==> config.mk <==
export PLATFORM = sky130hd
export DESIGN_NAME = rom_pattern_sequencer
export DESIGN_NICKNAME = d
export VERILOG_FILES = /design/src/rtl/rom_seq_pkg.sv /design/src/rtl/dwell_timer.sv /design/src/rtl/rom_pattern_sequencer.sv
export SDC_FILE = /design/constraint.sdc
export NUM_CORES = 1
export LEC_CHECK = 0
export ABC_AREA = 0
export BUFFER_PORTS_ARGS = -buffer_cell sky130_fd_sc_hd__buf_2
export CAP_MARGIN = 40
export CORE_ASPECT_RATIO = 1.1
export CORE_MARGIN = 2
export CORE_UTILIZATION = 54
export CTS_CLUSTER_SIZE = 16
export DETAILED_ROUTE_END_ITERATION = 16
export PLACE_DENSITY_LB_ADDON = 0.05
export SYNTH_ARGS = -nofsm -noshare
export SYNTH_HDL_FRONTEND = slang
export SYNTH_SLANG_ARGS = --single-unit
==> constraint.sdc <==
create_clock -name clk -period 2.2 [get_ports clk]
set_input_delay 0.22 -clock clk [delete_from_list [all_inputs] [get_ports clk]]
set_output_delay 0.22 -clock clk [all_outputs]
set_load 0.01 [all_outputs]
==> src/rtl/rom_seq_pkg.sv <==
// rtl/rom_seq_pkg.sv - shared state type and default parameters for the ROM pattern sequencer
package rom_seq_pkg;

  localparam int DEF_DATA_WIDTH  = 8;
  localparam int DEF_ADDR_WIDTH  = 3;
  localparam int DEF_DWELL_WIDTH = 16;

  typedef enum logic [2:0] {
    ST_IDLE    = 3'd0,
    ST_FETCH   = 3'd1,
    ST_PRESENT = 3'd2,
    ST_DWELL   = 3'd3,
    ST_DONE    = 3'd4
  } seq_state_t;

endpackage

==> src/rtl/dwell_timer.sv <==
// rtl/dwell_timer.sv - saturating down-counter timing the idle gap after each accepted word
module dwell_timer #(
  parameter int WIDTH = 16
) (
  input  logic             clk,
  input  logic             rst_n,
  input  logic             clear,
  input  logic             load,
  input  logic [WIDTH-1:0] load_val,
  input  logic             count,
  output logic             expired
);

  logic [WIDTH-1:0] r_count;

  always_ff @(posedge clk or negedge rst_n) begin
    if (!rst_n) begin
      r_count <= '0;
    end else if (clear) begin
      r_count <= '0;
    end else if (load) begin
      r_count <= load_val;
    end else if (count && (r_count != '0)) begin
      r_count <= r_count - WIDTH'(1);
    end
  end

  // Expires on the cycle holding the final count, so a load of N yields N dwell cycles.
  assign expired = (r_count <= WIDTH'(1));

endmodule

==> src/rtl/rom_pattern_sequencer.sv <==
// rtl/rom_pattern_sequencer.sv - walks an external async ROM and presents each word over a valid/ready handshake
module rom_pattern_sequencer
  import rom_seq_pkg::*;
#(
  parameter int DATA_WIDTH  = DEF_DATA_WIDTH,
  parameter int ADDR_WIDTH  = DEF_ADDR_WIDTH,
  parameter int DWELL_WIDTH = DEF_DWELL_WIDTH
) (
  input  logic                   clk,
  input  logic                   rst_n,
  input  logic                   start,
  input  logic                   stop,
  input  logic                   loop_en,
  input  logic [DWELL_WIDTH-1:0] dwell,
  output logic [ADDR_WIDTH-1:0]  rom_addr,
  input  logic [DATA_WIDTH-1:0]  rom_q,
  output logic [DATA_WIDTH-1:0]  pat_data,
  output logic                   pat_valid,
  input  logic                   pat_ready,
  output logic                   busy,
  output logic                   done
);

  seq_state_t              r_state;
  seq_state_t              w_state_nxt;
  logic [ADDR_WIDTH-1:0]   r_rom_addr;
  logic [ADDR_WIDTH-1:0]   w_addr_nxt;
  logic [DATA_WIDTH-1:0]   r_pat_data;
  logic [DATA_WIDTH-1:0]   w_data_nxt;
  logic                    r_pat_valid;
  logic                    w_valid_nxt;
  logic                    w_load;
  logic                    w_count;
  logic                    w_clear;
  logic                    w_expired;
  logic                    w_advance;
  logic                    w_last;

  assign w_last = (r_rom_addr == {ADDR_WIDTH{1'b1}});

  dwell_timer #(
    .WIDTH(DWELL_WIDTH)
  ) u_dwell_timer (
    .clk      (clk),
    .rst_n    (rst_n),
    .clear    (w_clear),
    .load     (w_load),
    .load_val (dwell),
    .count    (w_count),
    .expired  (w_expired)
  );

  always_ff @(posedge clk or negedge rst_n) begin
    if (!rst_n) begin
      r_state     <= ST_IDLE;
      r_rom_addr  <= '0;
      r_pat_data  <= '0;
      r_pat_valid <= 1'b0;
    end else begin
      r_state     <= w_state_nxt;
      r_rom_addr  <= w_addr_nxt;
      r_pat_data  <= w_data_nxt;
      r_pat_valid <= w_valid_nxt;
    end
  end

  always_comb begin
    w_state_nxt = r_state;
    w_addr_nxt  = r_rom_addr;
    w_data_nxt  = r_pat_data;
    w_valid_nxt = r_pat_valid;
    w_load      = 1'b0;
    w_count     = 1'b0;
    w_clear     = 1'b0;
    w_advance   = 1'b0;

    // Stop outranks both a pending handshake and the dwell countdown.
    if ((r_state != ST_IDLE) && stop) begin
      w_state_nxt = ST_IDLE;
      w_addr_nxt  = '0;
      w_valid_nxt = 1'b0;
      w_clear     = 1'b1;
    end else begin
      case (r_state)
        ST_IDLE: begin
          if (start && !stop) begin
            w_state_nxt = ST_FETCH;
            w_addr_nxt  = '0;
          end
        end
        ST_FETCH: begin
          w_data_nxt  = rom_q;
          w_valid_nxt = 1'b1;
          w_state_nxt = ST_PRESENT;
        end
        ST_PRESENT: begin
          if (pat_ready) begin
            w_valid_nxt = 1'b0;
            if (dwell == '0) begin
              w_advance = 1'b1;
            end else begin
              w_load      = 1'b1;
              w_state_nxt = ST_DWELL;
            end
          end
        end
        ST_DWELL: begin
          w_count = 1'b1;
          if (w_expired) w_advance = 1'b1;
        end
        ST_DONE: begin
          w_addr_nxt  = '0;
          w_state_nxt = ST_IDLE;
        end
        default: begin
          w_state_nxt = ST_IDLE;
          w_addr_nxt  = '0;
          w_valid_nxt = 1'b0;
        end
      endcase

      if (w_advance) begin
        if (w_last && !loop_en) begin
          w_state_nxt = ST_DONE;
        end else begin
          w_addr_nxt  = r_rom_addr + ADDR_WIDTH'(1);
          w_state_nxt = ST_FETCH;
        end
      end
    end
  end

  assign rom_addr  = r_rom_addr;
  assign pat_data  = r_pat_data;
  assign pat_valid = r_pat_valid;
  assign busy      = (r_state != ST_IDLE);
  assign done      = (r_state == ST_DONE);

endmodule

==> out/results.tsv <==
stage	metric	value	unit
run_status	status	complete, no violations	
finish	register area	775.7	µm²
placed_design	input/output buffers	43	
global_routing	GRT Total Usage	22.17	%
global_routing	total gr overflow	0	
timing	fin crit share	88.36	%
route	DR iter-0 viols	64	
worst_setup_path	critical path peak fanout	5	
die	I/O pins	44	
synthesis	synth warn	0	
synthesis	Cell Area, Synth	1947	µm²
timing	count of final hold-check violations	0	
die	area of the core	3386	µm²
synthesis	part of the Yosys area used for sequential elements	39.85	%
timing	TNS Setup	0	ns
worst_setup_path	crit path kind	reg2reg	
route	mean routed wirelength per cell	14.43	µm
cts	Clk pin slew, worst setup/hold paths	0.10	ns
finish	area of the multi-input gates	1064	µm²
route	# DRC	0	
hold_path	worst min path class	in2reg	
finish	share of post-route cells with drive strength above 1	34.50	%
finish	most common cell after layout, fill and taps aside	buf_2	
cts	clock root buffer	clkbuf_4	
worst_setup_path	CP Launch Type	flop	
finish	Filler Cell Count	282	
die	floorplan row count	22	
route	detail-routed via count per cell	5.819	
finish	most frequent cells in the layout	buf_2, dfrtp_1, o21ai_1	
synthesis	Syn Nets	220	
worst_setup_path	CP cell instances	inv_1 -> ha_1 -> nand4b_1 -> nor3_1 -> xnor2_1 -> a21oi_2	
worst_setup_path	Arr. time, crit path	2.16	ns
die	Die Y	66.98	µm
cts	CTS resizes	0	
worst_setup_path	reg2reg setup slack	0.26	ns
global_routing	vias in the first global route	1467	
global_routing	initial antenna violation count	0	
cts	CTS tree	built	
placed_design	dpl hpwl	3.021	mm
worst_setup_path	Worst path slowest cell	nor3_1	
timing	final setup violation count	0	
cts	H-tree levels	2	
cts	total CTS buffers	5	
synthesis	Synth Area per Inst	10.47	µm²
synthesis	number of synthesized register bits	31	
global_routing	first-pass GRT wire length	6.617	mm
power	Leak Pwr	0.001009	µW
worst_setup_path	FF-to-FF Start	u_dwell_timer.r_count[1]	
timing	Setup Skew	0.01207	ns
synthesis	post-synthesis async set-or-reset flop share	100.0	%
cts	TritonCTS Sinks	31	
timing	Slew Limit Headroom	54.48	%
placed_design	dpl cells	268	
worst_setup_path	max incr delay on CP	0.43	ns
worst_setup_path	crit path capture	u_dwell_timer.r_count[12]	
route	total number of vias	1612	
finish	Net count, final	262	
worst_setup_path	Critical path origin	u_dwell_timer.r_count[1]	
job	Max Cap Viol	0	
synthesis	Synth cell types	55	
worst_setup_path	FF-to-FF path depth	6	
power	worst ir drop on vdd	0.5990	mV
timing	Slew @ Worst Pin	0.6828	ns
die	Die Wd	61.25	µm
cts	clk buf depth	2	
finish	area delta synth->final	14.01	%
worst_setup_path	CP Capture Type	flop	
route	Routed Wire Length	3.996	mm
placed_design	Final Wtd Congestion	0.8154	
route	ANT nets after route	0	
cts	clock latency on the worst-skew pair	0.34	ns
die	Die ar.	4102	µm²
synthesis	Post-synth EDFFs	0	
finish	ANT cells	0	
die	Initial Util	57.50	%
power	power per cell area	1018	nW/µm²
global_routing	largest net degree at the start of global routing	32	
timing	RSZ-0062 raised after global routing	false	
worst_setup_path	CP required	2.41	ns
timing	Final Critical Period	1.944	ns
timing	max frequency	514.4	MHz
synthesis	Post-Synthesis Cells	186	
route	Initial DRT Pass Iterations	4	
finish	fin cells	277	
synthesis	ys flop type	dfrtp_1	
timing	Max Slew Vio Count	0	
worst_setup_path	worst r2r dst	u_dwell_timer.r_count[12]	
-- how the worst min path moves through the flow --
stage	from	to	slack [ns]	cells past startpoint
2_1_floorplan	rst_n	pat_data[0]	-0.08	0
3_3_place_gp	rst_n	pat_data[2]	0.29	1
3_5_place_dp	rst_n	pat_data[4]	0.30	1
4_1_cts	rom_q[6]	pat_data[6]	0.09	2
5_1_grt	rom_q[6]	pat_data[6]	0.09	2
6_report	rom_q[3]	pat_data[3]	0.09	2
-- logic make-up after synthesis --
kind of cell    synth area share (%)
simple gates                   23.72
flops                          39.85
xor+xnor                       5.848
fa+ha+maj                      2.571
compound gates                 15.75
mux                            6.748
buf+inv                        5.526
-- cell usage after synthesis, types with 2 or more instances --
cell      instances  area, µm²
a21oi_1           6      30.03
a21oi_2          10      87.58
and3_1            3      18.77
buf_6             5      56.30
clkbuf_1          2      7.510
dfrtp_1          31      775.7
ha_1              4      50.05
inv_1             4      15.01
mux2_1            8      90.09
mux2i_1           3      30.03
nand2_1           9      33.78
nand2b_1          3      18.77
nand3_1           2      10.01
nand4_1           2      12.51
nand4b_1          2      17.52
nor2_1            8      30.03
nor2b_1           2      12.51
nor3_1            8      40.04
nor4_1            6      37.54
nor4_2            2      25.02
nor4b_4           2      47.55
o211ai_1          4      30.03
o21ai_1          16      80.08
or3_1             2      12.51
xnor2_1           6      52.55
xor2_1            7      61.31
-- worst max-delay path: cells and delay by family (launching register included) --
family | cells | cell delay [ns]
simple gates | 2 | 0.77
flops | 1 | 0.41
fa+ha+maj | 1 | 0.26
xor+xnor | 1 | 0.20
buf+inv | 1 | 0.10
compound gates | 1 | 0.08
-- what timing repair did --
item | CTS | global route
buffers inserted | 0 | 0
hold buffers | 1 | 0
hold endpoints to repair | 31 | 0
-- cell type report --
class,instances,share of cell area (%)
clock buffers,8,3.100
inverters,5,0.8455
multi-input cells,140,47.91
flip-flops and latches,31,34.95
well taps,48,2.706
repair buffers,45,10.48
-- sequential cells by signal, summed over array words and instances (netlist names) --
register / cells
u_dwell_timer.r_count: 16
rom_addr: 3
pat_data: 8
r_state: 3
pat_valid: 1
-- where the power goes --
part           total, µW  internal (µW)  switching [µW]
registers            968            761             207
clock network        379            188             191
logic                913            426             486
total               2260           1380             885
-- layer usage --
metal / wire (µm) / share of wire, % / vias to the layer above / global-route usage (%)
met1: 1760 / 44 / 780 / 27.59
met3: 192 / 4.8 / 8 / 5.243
li1: - / - / 776 / -
met4: 62 / 1.6 / 0 / 8.696
met2: 1981 / 50 / 48 / 36.30
met5: 0 / 0 / - / 0
-- stage by stage --
stage	cell area [µm²]	worst slack (ns)	util, %	hold WS, ns	total power (µW)
global route	2220	0.08137	65.56	0.08820	2432
CTS	2220	0.2661	65.56	0.09217	2272
floorplan	1947	0.4349	-	-0.07559	1639
finish	2220	0.2560	65.56	0.09399	2260
detailed placement	2141	0.2736	63.23	0.3047	1887
global placement	2141	0.2986	63.23	0.2946	1847
(Power assumes the default switching activity.)
